$ cat src/rtl/dsm_modulator_tx.sv
// dsm_modulator_tx
//   Second-order digital delta-sigma modulator. Signed PCM samples arrive
//   over a valid/ready handshake, are parked in a one-entry holding buffer,
//   and are promoted to the active sample at every frame boundary (once every
//   OSR clocks). The two integrators run every clock and produce a registered
//   1-bit stream whose long-run ones density is (act/FS + 1)/2.
//
// Ports
//   clk          system clock
//   rst          asynchronous active-high reset
//   in_data      signed PCM sample, WIDTH bits
//   in_valid     sample offered
//   in_ready     block can accept a sample this cycle
//   bit_out      registered modulator bitstream
//   frame_start  high while the frame counter is 0
//   underrun     one-cycle pulse: frame boundary reached with an empty buffer
module dsm_modulator_tx #(
    parameter int WIDTH = 16,
    parameter int OSR   = 64,
    parameter int ACC_W = WIDTH + 4
) (
    input  logic                    clk,
    input  logic                    rst,
    input  logic signed [WIDTH-1:0] in_data,
    input  logic                    in_valid,
    output logic                    in_ready,
    output logic                    bit_out,
    output logic                    frame_start,
    output logic                    underrun
);

    localparam int CNT_W = $clog2(OSR);
    localparam int SUM_W = ACC_W + 2;

    localparam logic [CNT_W-1:0] CNT_LAST = CNT_W'(OSR - 1);

    localparam logic signed [SUM_W-1:0] FS      = {{(SUM_W-WIDTH){1'b0}}, 1'b1, {(WIDTH-1){1'b0}}};
    localparam logic signed [SUM_W-1:0] SAT_MAX = {3'b000, {(ACC_W-1){1'b1}}};
    localparam logic signed [SUM_W-1:0] SAT_MIN = {3'b111, {(ACC_W-1){1'b0}}};

    // Clamp a wide intermediate sum back into the integrator range so the
    // integrators pin at the rails instead of wrapping through zero.
    function automatic logic signed [ACC_W-1:0] sat(input logic signed [SUM_W-1:0] v);
        logic signed [ACC_W-1:0] r;
        if (v > SAT_MAX) begin
            r = SAT_MAX[ACC_W-1:0];
        end else if (v < SAT_MIN) begin
            r = SAT_MIN[ACC_W-1:0];
        end else begin
            r = v[ACC_W-1:0];
        end
        return r;
    endfunction

    logic [CNT_W-1:0]        cnt_q, cnt_d;
    logic signed [WIDTH-1:0] buf_q, buf_d;
    logic                    buf_full_q, buf_full_d;
    logic signed [WIDTH-1:0] act_q, act_d;
    logic signed [ACC_W-1:0] int1_q, int1_d;
    logic signed [ACC_W-1:0] int2_q, int2_d;
    logic                    bit_q, bit_d;

    logic                    boundary;
    logic                    accept;
    logic signed [SUM_W-1:0] fb, int1_x, int2_x, act_x, n1, n2;

    assign boundary    = (cnt_q == CNT_LAST);
    // The boundary frees the buffer in the same cycle, so a full buffer can
    // still take a sample there.
    assign in_ready    = ~buf_full_q | boundary;
    assign accept      = in_valid & in_ready;
    assign frame_start = (cnt_q == '0);
    assign underrun    = boundary & ~buf_full_q;
    assign bit_out     = bit_q;

    always_comb begin
        cnt_d      = boundary ? '0 : cnt_q + CNT_W'(1);
        buf_d      = buf_q;
        buf_full_d = buf_full_q;
        act_d      = act_q;

        if (boundary) begin
            // With an empty buffer the active sample simply holds; a late
            // accept in this cycle is parked for the next frame.
            if (buf_full_q) begin
                act_d = buf_q;
            end
            buf_full_d = accept;
        end else if (accept) begin
            buf_full_d = 1'b1;
        end
        if (accept) begin
            buf_d = in_data;
        end

        int1_x = {{(SUM_W-ACC_W){int1_q[ACC_W-1]}}, int1_q};
        int2_x = {{(SUM_W-ACC_W){int2_q[ACC_W-1]}}, int2_q};
        act_x  = {{(SUM_W-WIDTH){act_q[WIDTH-1]}}, act_q};
        fb     = bit_q ? FS : -FS;

        // Second integrator sees the pre-update value of the first.
        n1     = int1_x + act_x - fb;
        n2     = int2_x + int1_x - fb;
        int1_d = sat(n1);
        int2_d = sat(n2);
        bit_d  = ~int2_d[ACC_W-1];
    end

    always_ff @(posedge clk or posedge rst) begin
        if (rst) begin
            cnt_q      <= '0;
            buf_q      <= '0;
            buf_full_q <= 1'b0;
            act_q      <= '0;
            int1_q     <= '0;
            int2_q     <= '0;
            bit_q      <= 1'b0;
        end else begin
            cnt_q      <= cnt_d;
            buf_q      <= buf_d;
            buf_full_q <= buf_full_d;
            act_q      <= act_d;
            int1_q     <= int1_d;
            int2_q     <= int2_d;
            bit_q      <= bit_d;
        end
    end

endmodule
$ cat config.mk
export PLATFORM = sky130hd
export DESIGN_NAME = dsm_modulator_tx
export DESIGN_NICKNAME = d
export VERILOG_FILES = /design/src/rtl/dsm_modulator_tx.sv
export SDC_FILE = /design/constraint.sdc
export NUM_CORES = 1
export LEC_CHECK = 0
export ABC_AREA = 1
export ABC_CLOCK_PERIOD_IN_PS = 9200
export BUFFER_PORTS_ARGS = -buffer_cell sky130_fd_sc_hd__buf_2
export CELL_PAD_IN_SITES_DETAIL_PLACEMENT = 1
export CELL_PAD_IN_SITES_GLOBAL_PLACEMENT = 1
export CORE_MARGIN = 5
export CORE_UTILIZATION = 40
export DETAILED_ROUTE_END_ITERATION = 10
export GPL_TIMING_DRIVEN = 0
export PLACE_DENSITY_LB_ADDON = 0.08
export SKIP_LAST_GASP = 1
export SLEW_MARGIN = 25
export SYNTH_ARGS = -nofsm -noshare
export SYNTH_HDL_FRONTEND = slang
export SYNTH_SLANG_ARGS = --single-unit
$ cat constraint.sdc
create_clock -name clk -period 9.2 [get_ports clk]
set_clock_uncertainty 0.15 [all_clocks]
set_input_delay 1.38 -clock clk [delete_from_list [all_inputs] [get_ports clk]]
set_output_delay 1.38 -clock clk [all_outputs]
set_load 0.01 [all_outputs]
==> flow_metrics.tcl, run 1 <==
set metrics [dict create \
    synth_largest_area_cell "sky130_fd_sc_hd__dfrtp_1" \
    grt_pass1_vias 5735 \
    clock_sink_count 80 \
    std_cell_rows 47 \
    resize_count_post_cts 0 \
    drt-total-wl_um 16660 \
    slowest_delay_ns 0.67 \
    synth-edff-count 0 \
    drt_iter0_drc 147 \
    crit_path_top_delay_cell "sky130_fd_sc_hd__dfrtp_1" \
    synth_xor_area_frac 0.03827 \
    synth_area_leaders "sky130_fd_sc_hd__dfrtp_1, sky130_fd_sc_hd__nand2_1, sky130_fd_sc_hd__ha_1" \
    cts.root.buffer_cell "sky130_fd_sc_hd__clkbuf_16" \
    syn2layout_area_growth_pct 10.61 \
    place.port_buffers 22 \
    timing.critical_path.max_delay_family "adder cells" \
    vias_after_detailed_routing 5501 \
    period_minus_slack_ns 3.413 \
    setup_viol 0 \
    vias_per_cell 4.619 \
    io_pins 23 \
    clockBufferDepth 2 \
    die_w_um 138.8 \
    first_pass_grt_wire_length_um 28020 \
    aggregate_global_route_resource_usage 0.1802 \
    endpoint_class_of_the_critical_path "flop" \
    cp_common_cell "sky130_fd_sc_hd__inv_1" \
    die_h_um 138.8 \
    timing.setup.tns_ns 0 \
    route.antenna.remaining_nets 0 \
    grt_antenna_before_repair 0 \
    cell_chain_critical_path "inv_1 > fa_1 > inv_1 > ha_1 > nand2_1 > inv_1 > nand2_1 > inv_1 > a21oi_1 > nand3_2 > nand2_1 > nand2_2 > inv_2 > nand2_2 > nand2_4 > buf_12 > nand2_2" \
    outcome "finished clean" \
    ctsHtreeMaxLevel 3 \
    timing.setup.critical_path_class "reg -> reg" \
    max_clock_freq_mhz 293.0 \
    cellLeakagePower_nw 4.393 \
    tritoncts_clock_tree "yes" \
    post_synth_and_or_nand_nor_area_fraction 0.2847 \
    netlist_area_um2 6636 \
    syn_inst 932 \
    cap_viol_max_count 0 \
    yosys_register_bits 80 \
    timing.final.max_slew_violations 0 \
    adder_and_majority_gate_portion_of_the_synthesized_area 0.1637 \
    clk_pin_slew_ns 0.06 \
    fraction_of_the_cycle_the_final_worst_path_needs 0.3710 \
    floorplan.die_area_um2 19270 \
    yosysWarningCount 0 \
    synth_compound_area_frac 0.06957 \
    antenna_cells 0 \
    timing.slew.headroom 0.6512 \
    grt_max_degree 46 \
    globalRoute.totalOverflow 0 \
    mappedNetlistNets 1033 \
    area_taken_by_multi_input_logic_gates_um2 3725 \
    finish.net_count 1067 \
    power_density_nw_per_um2 97.62 \
    starting_density 0.4045 \
    timing.critical_path.fanout_max 10 \
    post-route-cell-area_um2 7341 \
    post_cts_buffers 0 \
    placeableCoreArea_um2 16410 \
    syn-mean-instance-area_um2 7.121 \
    worstSkewPairLatency_ns 0.35 \
    yosysUniqueCellTypes 34 \
    drt-wirelength-per-cell_um 13.98 \
    synth_ff_type "sky130_fd_sc_hd__dfrtp_1" \
    standard_cell_area_after_detailed_placement_um2 7052 \
    required_arrival_time_at_the_worst_endpoint_ns 9.29 \
    async_flop_share 1.000 \
    remaining_drc_errors 0 \
    globalplace.congestion 0.8222 \
    critPathArrivalTime_ns 3.50 \
    hpwlAfterDp_um 14100 \
    firstDrtPassIters 4 \
    number_of_buffer_and_inverter_stages_on_the_critical_path 6 \
    ys_seq_area_frac 0.3017 \
    postCtsHoldBufs 0 \
    numCtsBuffers 9 \
    drive_above_1_share 0.1112 \
    fillers 2100 \
    vdd_drop_max_mv 0.07754 \
    storage_element_area_um2 2002 \
    timing_worst_slew_pin_value_ns 0.5232 \
    rsz0062_at_grt "no" \
    hold_path_class "reg -> reg" \
    start_kind "flop" \
    multiplexer_area_fraction_after_synthesis 0.005090 \
    netlist.area_leader.share 0.3017 \
    main_combinational_cell_family_by_area_after_synthesis "simple AND/OR/NAND/NOR gates" \
    hold_violations_final 0 \
]
-- per-layer routing --
layer	global-route usage	vias up	part of all wire
li1	-	2898	-
met1	0.2330	2545	0.48
met2	0.3206	47	0.49
met3	0.02379	11	0.024
met4	0.04171	0	0.0099
met5	0	-	0
-- registers in the layout (all words and copies together) (netlist names) --
signal and cells:
int1_q 20, int2_q 20, act_q 16, buf_q 16
cnt_q 6, bit_out 1, buf_full_q 1
-- through the flow --
step	power [mW]	hold slack (ns)	std cells	setup WS, ns	utilization
CTS	0.7312	0.3426	1191	5.739	0.4474
finish	0.7166	0.3369	1191	5.787	0.4474
floorplan	0.3635	0.3030	932	5.618	-
global placement	0.3696	0.3166	1174	4.465	0.4280
global route	0.7445	0.3687	1191	5.433	0.4474
detailed placement	0.3714	0.3268	1175	5.763	0.4298
-- cell families after synthesis --
group	after synthesis
mux	3
flops	80
buf+inv	229
fa+ha+maj	82
simple gates	423
xor+xnor	29
compound gates	86
-- path summary, 6_finish.rpt --
check	end	slack, ns	start	depth (start not counted)
min	act_q[6]$_DFFE_PP0P_	0.34	act_q[6]$_DFFE_PP0P_	2
max	int2_q[9]$_DFF_PP0_	5.79	bit_out$_DFF_PP0_	17
min reg2reg	act_q[6]$_DFFE_PP0P_	0.34	act_q[6]$_DFFE_PP0P_	2
max in group asynchronous	bit_out$_DFF_PP0_	7.37	rst	3
max reg2reg	int2_q[9]$_DFF_PP0_	5.79	bit_out$_DFF_PP0_	17
min in group asynchronous	buf_q[13]$_DFFE_PP0P_	0.92	rst	2
-- where the power goes --
group / switching [mW] / total (mW) / internal [mW]
sequential: 0 / 0.352 / 0.352
combinational: 0.00833 / 0.0123 / 0.00397
clock: 0.160 / 0.353 / 0.193
-- cell usage after synthesis (all sizes together), types with 3 or more instances --
master / instances
buf: 6
a31oi: 3
nand4: 13
a21oi: 53
nor2: 70
mux2: 3
o21bai: 7
nand3: 31
ha: 74
xor2: 19
xnor2: 10
nand3b: 8
nand2: 296
inv: 219
o21ai: 22
clkbuf: 4
fa: 8
dfrtp: 80
-- area by class of cell --
| type | count | share of cell area |
|---|---|---|
| inverter | 219 | 0.1127 |
| tap | 220 | 0.03750 |
| multi-input combinational | 623 | 0.5074 |
| timing repair buffer | 23 | 0.01875 |
| clock inverter | 6 | 0.006818 |
| buffer | 10 | 0.01159 |
| clock buffer | 10 | 0.03255 |
| sequential | 80 | 0.2727 |
-- cell usage in the layout, fill, tap and decap left out, types with 2 or more instances in the layout --
cell,instances
sky130_fd_sc_hd__inv_6,2
sky130_fd_sc_hd__and2_1,2
sky130_fd_sc_hd__nand2_4,7
sky130_fd_sc_hd__dfrtp_1,80
sky130_fd_sc_hd__ha_1,74
sky130_fd_sc_hd__mux2_2,3
sky130_fd_sc_hd__nor3_1,2
sky130_fd_sc_hd__nand2_1,262
sky130_fd_sc_hd__nand3b_4,2
sky130_fd_sc_hd__nand3_2,2
sky130_fd_sc_hd__o21ai_0,20
sky130_fd_sc_hd__a31oi_1,3
sky130_fd_sc_hd__fa_1,8
sky130_fd_sc_hd__nand3_1,29
sky130_fd_sc_hd__a21oi_2,2
sky130_fd_sc_hd__a21oi_1,51
sky130_fd_sc_hd__clkbuf_16,9
sky130_fd_sc_hd__inv_2,6
sky130_fd_sc_hd__nand3b_1,6
sky130_fd_sc_hd__clkbuf_1,4
sky130_fd_sc_hd__buf_6,4
sky130_fd_sc_hd__o21bai_1,7
sky130_fd_sc_hd__nand4_1,13
sky130_fd_sc_hd__xor2_1,19
sky130_fd_sc_hd__nor2_1,58
sky130_fd_sc_hd__clkinv_4,2
sky130_fd_sc_hd__xnor2_1,10
sky130_fd_sc_hd__o21ai_1,2
sky130_fd_sc_hd__buf_2,23
sky130_fd_sc_hd__inv_4,2
sky130_fd_sc_hd__inv_1,211
sky130_fd_sc_hd__nand2_2,27
sky130_fd_sc_hd__nor2_2,11
sky130_fd_sc_hd__clkinvlp_4,2
-- tightest hold or removal path: stages, from the launching register on --
cell,delay (ns)
sky130_fd_sc_hd__dfrtp_1,0.34
sky130_fd_sc_hd__nand2_1,0.05
sky130_fd_sc_hd__o21ai_0,0.06
Power figures use the tool's default switching activity.
==> run 2, diff against run 1 <==
Settings changed: ABC_AREA 1 to 0, ABC_CLOCK_PERIOD_IN_PS 9200 to 3000.
Clock period 9.2 ns to 3 ns, I/O delays scaled along.
==> flow_metrics.tcl, run 2 <==
set metrics [dict create \
    outcome "complete, but fails checks" \
    violations "negative setup slack" \
    pre_cts_ws_ns -0.6480 \
    endpoint_class_of_the_critical_path "flop" \
    fraction_of_the_cycle_the_final_worst_path_needs 1.027 \
    hpwlAfterDp_um 11130 \
    share_clk_of_total_power 0.514 \
    layout.cells.most_common_list "sky130_fd_sc_hd__inv_1, sky130_fd_sc_hd__dfrtp_1, sky130_fd_sc_hd__buf_4" \
    placeableCoreArea_um2 14590 \
    tritoncts_clock_tree "yes" \
    timing_worst_slew_pin_value_ns 0.6736 \
    drive_above_1_share 0.3816 \
    timing.final.max_slew_violations 0 \
    intPower_mw 1.770 \
    aggregate_global_route_resource_usage 0.1872 \
    cap_viol_max_count 0 \
    crit-reg2reg-launch "bit_out$_DFF_PP0_" \
    yosysUniqueCellTypes 59 \
    timing.critical_path.fanout_max 5 \
    starting_density 0.4098 \
    ys_top_cells_by_count "sky130_fd_sc_hd__inv_1, sky130_fd_sc_hd__dfrtp_1, sky130_fd_sc_hd__ha_1" \
    hold_path_class "in -> reg" \
    slowest_delay_ns 0.56 \
    reg2reg_setup_slack_ns -0.08 \
    globalplace.congestion 0.8000 \
    first_pass_grt_wire_length_um 26650 \
    power_density_nw_per_um2 287.4 \
    grt_antenna_before_repair 0 \
    period_minus_slack_ns 3.081 \
    number_of_buffer_and_inverter_stages_on_the_critical_path 4 \
    synth-edff-count 0 \
    rsz0062_at_grt "yes" \
    clock_sink_count 80 \
    placed_cells 854 \
    stdcell_count 923 \
    drt_iter0_drc 158 \
    io_pins 23 \
    p_seq_frac 0.469 \
    finish.net_count 835 \
    ctsHtreeMaxLevel 3 \
    yosys_register_bits 80 \
    switching_power_uw 528.1 \
    syn-mean-instance-area_um2 9.240 \
    crit_path_top_delay_cell "sky130_fd_sc_hd__fa_1" \
    remaining_drc_errors 0 \
    cell_chain_critical_path "inv_2 > fa_1 > inv_2 > ha_4 > a21o_1 > a31oi_2 > o21ai_2 > a41oi_2 > xnor2_2 > buf_4 > o21ai_4 > buf_6 > nand3_2" \
    globalRoute.totalOverflow 0 \
    critical_path_depth 13 \
    route.antenna.remaining_nets 0 \
    std_cell_rows 44 \
    min_delay_path_depth 2 \
    required_arrival_time_at_the_worst_endpoint_ns 3.07 \
    most_frequent_standard_cell_in_the_layout_excluding_fill_and_tap_cells "sky130_fd_sc_hd__inv_1" \
    timing.critical_path.max_delay_family "compound AO/OA/AOI/OAI gates" \
    timing.slew.headroom 0.5509 \
    syn_inst 647 \
    timing.setup.critical_path_class "reg -> reg" \
    netlist.area_leader.share 0.3349 \
    power.switching_fraction 0.2297 \
    hold_path_startpoint "in_valid" \
    firstDrtPassIters 4 \
    grt_max_degree 48 \
    drt-total-wl_um 16480 \
    vias_after_detailed_routing 4901 \
    async_flop_share 1.000 \
    critPathArrivalTime_ns 3.15 \
    vias_per_cell 5.310 \
    worstSkewPairLatency_ns 0.35 \
    cellLeakagePower_nw 3.977 \
    synth_ff_type "sky130_fd_sc_hd__dfrtp_1" \
    ys_seq_area_frac 0.3349 \
    finalWorstSetupSlack_ns -0.08060 \
    cp_common_cell "sky130_fd_sc_hd__inv_2" \
    numCtsBuffers 9 \
    syn2layout_area_growth_pct 33.78 \
    grt_pass1_vias 5269 \
    die_w_um 132.3 \
    mappedNetlistNets 748 \
    synth_largest_area_cell "sky130_fd_sc_hd__dfrtp_1" \
    capture_point_of_the_worst_reg_to_reg_path "int1_q[15]$_DFF_PP0_" \
    vdd_drop_max_mv 0.3073 \
    clk_pin_slew_ns 0.07 \
    drt-wirelength-per-cell_um 17.86 \
    synth_area_leaders "sky130_fd_sc_hd__dfrtp_1, sky130_fd_sc_hd__ha_1, sky130_fd_sc_hd__inv_1" \
    start_kind "flop" \
    hold_violations_final 0 \
    floorplan.die_area_um2 17490 \
    top_registers "int1_q: 20 flops, int2_q: 20 flops" \
    max_clock_freq_mhz 324.6 \
    synth_most_common_cell "sky130_fd_sc_hd__inv_1" \
    place.port_buffers 22 \
    antenna_cells 0 \
    timing.hold.ws_ns 0.1710 \
    cts.root.buffer_cell "sky130_fd_sc_hd__clkbuf_16" \
    yosysWarningCount 0 \
    netlist_area_um2 5978 \
    die_h_um 132.3 \
    clockBufferDepth 2 \
    comb_power_share 0.017 \
    hold_path_end "buf_full_q$_DFFE_PP0P_" \
    setup_viol 14 \
    worst_r2r_path_depth 13 \
]
run 2: worst max path at each step:
stage                                end                  start  slack [ns]
floorplan           int1_q[13]$_DFF_PP0_      bit_out$_DFF_PP0_       -0.02
global placement       bit_out$_DFF_PP0_                    rst       -1.05
CTS                  int2_q[7]$_DFF_PP0_      bit_out$_DFF_PP0_       -0.01
global route        int1_q[15]$_DFF_PP0_      bit_out$_DFF_PP0_       -0.23
finish              int1_q[15]$_DFF_PP0_      bit_out$_DFF_PP0_       -0.08
detailed placement   int1_q[3]$_DFF_PP0_  act_q[15]$_DFFE_PP0P_       -0.65
run 2: timing repair:
item / in CTS / in global routing
endpoints found under the setup margin: 41 / 39
pin swaps: 37 / 46
setup buffers: 32 / 21
endpoints found under the hold margin: 33 / 0
gates resized for setup: 104 / 112
cloned: 3 / 2
hold buffers: 1 / 0
run 2: power groups by stage:
stage	clock network (mW)	logic, mW	registers (mW)
2_1_floorplan	0	0.0161	1.10
3_3_place_gp	0	0.0339	1.10
3_5_place_dp	0	0.0407	1.10
4_1_cts	1.20	0.0416	1.08
5_1_grt	1.26	0.0458	1.08
6_report	1.18	0.0390	1.08
run 2: final cells by class:
type / count / area [um^2]
fillers: 1573 / 6591
multi-input cells: 435 / 4234
flip-flops and latches: 80 / 2004
repair buffers: 81 / 666.9
inverters: 116 / 442.9
clock buffers: 10 / 239.0
well taps: 184 / 230.2
plain buffers: 11 / 107.6
clock inverters: 6 / 72.57
run 2: cell families (layout without fill, tap and decap cells):
family          after synthesis  after routing  share of synthesized area
compound gates              167            167                     0.1829
buf+inv                     132            224                    0.08874
flops                        80             80                     0.3349
mux                          33             33                    0.06195
xor+xnor                     38             38                    0.05881
fa+ha+maj                    82             82                     0.1817
simple gates                115            115                    0.09105
run 2: per-layer routing:
layer / vias to the layer above / track usage / part of all wire
met5: - / 0 / 0
met4: 0 / 0.05543 / 0.026
met3: 25 / 0.02214 / 0.017
met2: 48 / 0.3310 / 0.51
met1: 2449 / 0.2398 / 0.45
li1: 2379 / - / -
run 2: through the flow:
stage | cell area (um^2) | util | total power, mW | setup TNS, ns
after detailed placement | 6387 | 0.4378 | 1.139 | -17.55
after CTS | 7413 | 0.5081 | 2.324 | -0.05567
after global routing | 7998 | 0.5482 | 2.384 | -4.741
after global placement | 6357 | 0.4358 | 1.133 | -78.52
after floorplan | 6017 | - | 1.115 | -0.05829
final | 7998 | 0.5482 | 2.298 | -0.7476
==> run 3, diff against run 2 <==
Settings changed: ABC_AREA 0 to 1.
==> flow_metrics.tcl, run 3 (synthesis gave the netlist of run 1 again) <==
set metrics [dict create \
    period_minus_slack_ns 2.885 \
    required_arrival_time_at_the_worst_endpoint_ns 3.09 \
    die_h_um 138.8 \
    slowest_delay_ns 0.59 \
    place.port_buffers 22 \
    standard_cell_area_after_detailed_placement_um2 7046 \
    floorplan.die_area_um2 19270 \
    crit_path_top_delay_cell "sky130_fd_sc_hd__fa_2" \
    post-route-cell-area_um2 7791 \
    timing.critical_path.fanout_max 9 \
    cp_common_cell "sky130_fd_sc_hd__nand2_1" \
    cell_chain_critical_path "buf_4 > fa_2 > ha_4 > buf_4 > nand3_1 > nand2_1 > nor2_1 > nand3_1 > nand2_1 > nand2_2 > nand2_4 > nand2_8 > clkbuf_16 > nand2_1 > nand2_1" \
    hold_path_class "in -> async" \
    tritoncts_clock_tree "yes" \
    drive_above_1_share 0.1619 \
    io_pins 23 \
    number_of_buffer_and_inverter_stages_on_the_critical_path 3 \
    die_w_um 138.8 \
    std_cell_rows 47 \
    numCtsBuffers 9 \
    utilization 0.4749 \
    global_route.usage.met1 0.2396 \
    fillers 2086 \
    outcome "finished clean" \
    endpoint_class_of_the_critical_path "flop" \
    layout.cells.most_common_list "sky130_fd_sc_hd__nand2_1, sky130_fd_sc_hd__inv_1, sky130_fd_sc_hd__dfrtp_1" \
    ctsHtreeMaxLevel 3 \
    timing.critical_path.max_delay_family "simple AND/OR/NAND/NOR gates" \
    timing.final.max_slew_violations 0 \
    antenna_cells 0 \
    clk_pin_slew_ns 0.07 \
    aggregate_global_route_resource_usage 0.1841 \
    timing.setup.critical_path_class "reg -> reg" \
    reg2reg_setup_slack_ns 0.12 \
    syn2layout_area_growth_pct 17.40 \
    capture_point_of_the_worst_reg_to_reg_path "int1_q[9]$_DFF_PP0_" \
    clock_sink_count 80 \
    vias_per_cell 4.656 \
    firstDrtPassIters 4 \
    drt_iter0_drc 152 \
    cts.root.buffer_cell "sky130_fd_sc_hd__clkbuf_16" \
    grt_pass1_vias 5882 \
    hpwlAfterDp_um 14210 \
    cellLeakagePower_nw 4.564 \
    drt-wirelength-per-cell_um 14.36 \
    fraction_of_the_cycle_the_final_worst_path_needs 0.9615 \
    vdd_drop_max_mv 0.2503 \
    placeableCoreArea_um2 16410 \
    timing.slew.headroom 0.6043 \
    vias_after_detailed_routing 5624 \
    globalplace.congestion 0.8344 \
    setup_viol 0 \
    power_density_nw_per_um2 294.1 \
    worst_r2r_path_depth 15 \
    globalRoute.totalOverflow 0 \
    timing_worst_slew_pin_value_ns 0.5936 \
    finish.net_count 1084 \
    start_kind "flop" \
    groute.layer.met2.usage 0.3270 \
    most_frequent_standard_cell_in_the_layout_excluding_fill_and_tap_cells "sky130_fd_sc_hd__nand2_1" \
    starting_density 0.4045 \
    drt-total-wl_um 17350 \
    grt_max_degree 47 \
    max_clock_freq_mhz 346.7 \
    postCtsHoldBufs 0 \
    remaining_drc_errors 0 \
    top_registers "int1_q: 20 flops, int2_q: 20 flops" \
    critPathArrivalTime_ns 2.97 \
    cap_viol_max_count 0 \
    hold_violations_final 0 \
    clockBufferDepth 2 \
    grt_most_used_layer "met2" \
    grt_antenna_before_repair 0 \
    route.antenna.remaining_nets 0 \
    worstSkewPairLatency_ns 0.35 \
    crit-reg2reg-launch "bit_out$_DFF_PP0_" \
    met3_usage 0.02310 \
    first_pass_grt_wire_length_um 28820 \
]
-- run 3: cell count changes in the layout (fill, tap and decap cells not counted), sizes merged, moves of 6 or more --
cell,change
nand3,+7
inv,+102
nand2,+254
nor2,+51
xnor2,-12
o21a,-9
buf,-42
o21ai,-29
nand4,+9
o211ai,-8
mux2,-29
nand3b,+8
o21bai,+6
a21o,-15
-- run 3: per-layer routing --
metal  vias up  wire length [um]
li1       2930                 -
met1      2646              8206
met2        41              8705
met3         7               292
met4         0               143
met5         -                 0
-- run 3: what timing repair did --
item | in CTS | in global routing
setup endpoints to repair | 38 | 32
resized for setup | 26 | 27
gates cloned | 0 | 1
pin swaps | 2 | 23
setup buffers | 4 | 12
-- run 3: how the worst max path moves through the flow --
| stage | end | slack [ns] | cells after the start | from |
|---|---|---|---|---|
| final | int1_q[9]$_DFF_PP0_ | 0.12 | 15 | bit_out$_DFF_PP0_ |
| after global routing | int2_q[11]$_DFF_PP0_ | -0.02 | 16 | bit_out$_DFF_PP0_ |
| after CTS | int2_q[10]$_DFF_PP0_ | 0.001 | 17 | bit_out$_DFF_PP0_ |
| after detailed placement | int2_q[16]$_DFF_PP0_ | -0.26 | 17 | bit_out$_DFF_PP0_ |
| after global placement | bit_out$_DFF_PP0_ | -1.07 | 2 | rst |
| after floorplan | int2_q[10]$_DFF_PP0_ | 0.12 | 17 | bit_out$_DFF_PP0_ |
-- run 3: cell type report --
cell class,instances,area [um^2],share of cell area
Clock inverter,6,75.07,0.009635
Tap cell,220,275.3,0.03533
Clock buffer,10,239.0,0.03067
Buffer,10,92.59,0.01188
Multi-Input combinational cell,623,3978,0.5105
Inverter,219,827.0,0.1062
Timing Repair Buffer,40,300.3,0.03854
Sequential cell,80,2004,0.2573
-- run 3: stage by stage --
stage	TNS, ns	setup WS (ns)	cells	power [mW]	hold WS, ns
final	0	0.1155	1208	2.291	0.01939
after floorplan	0	0.1157	932	1.115	0.3030
after global placement	-68.61	-1.071	1174	1.133	0.3175
after detailed placement	-6.798	-0.2563	1175	1.137	0.3238
after global routing	-0.09995	-0.01652	1208	2.368	0.07825
after CTS	0	0.001064	1195	2.326	0.04167
-- run 3: power by group --
group	internal, mW	leakage [nW]	switching, mW
sequential	1.08	1.01	0
clock	0.680	0.151	0.497
combinational	0.0111	3.40	0.0249
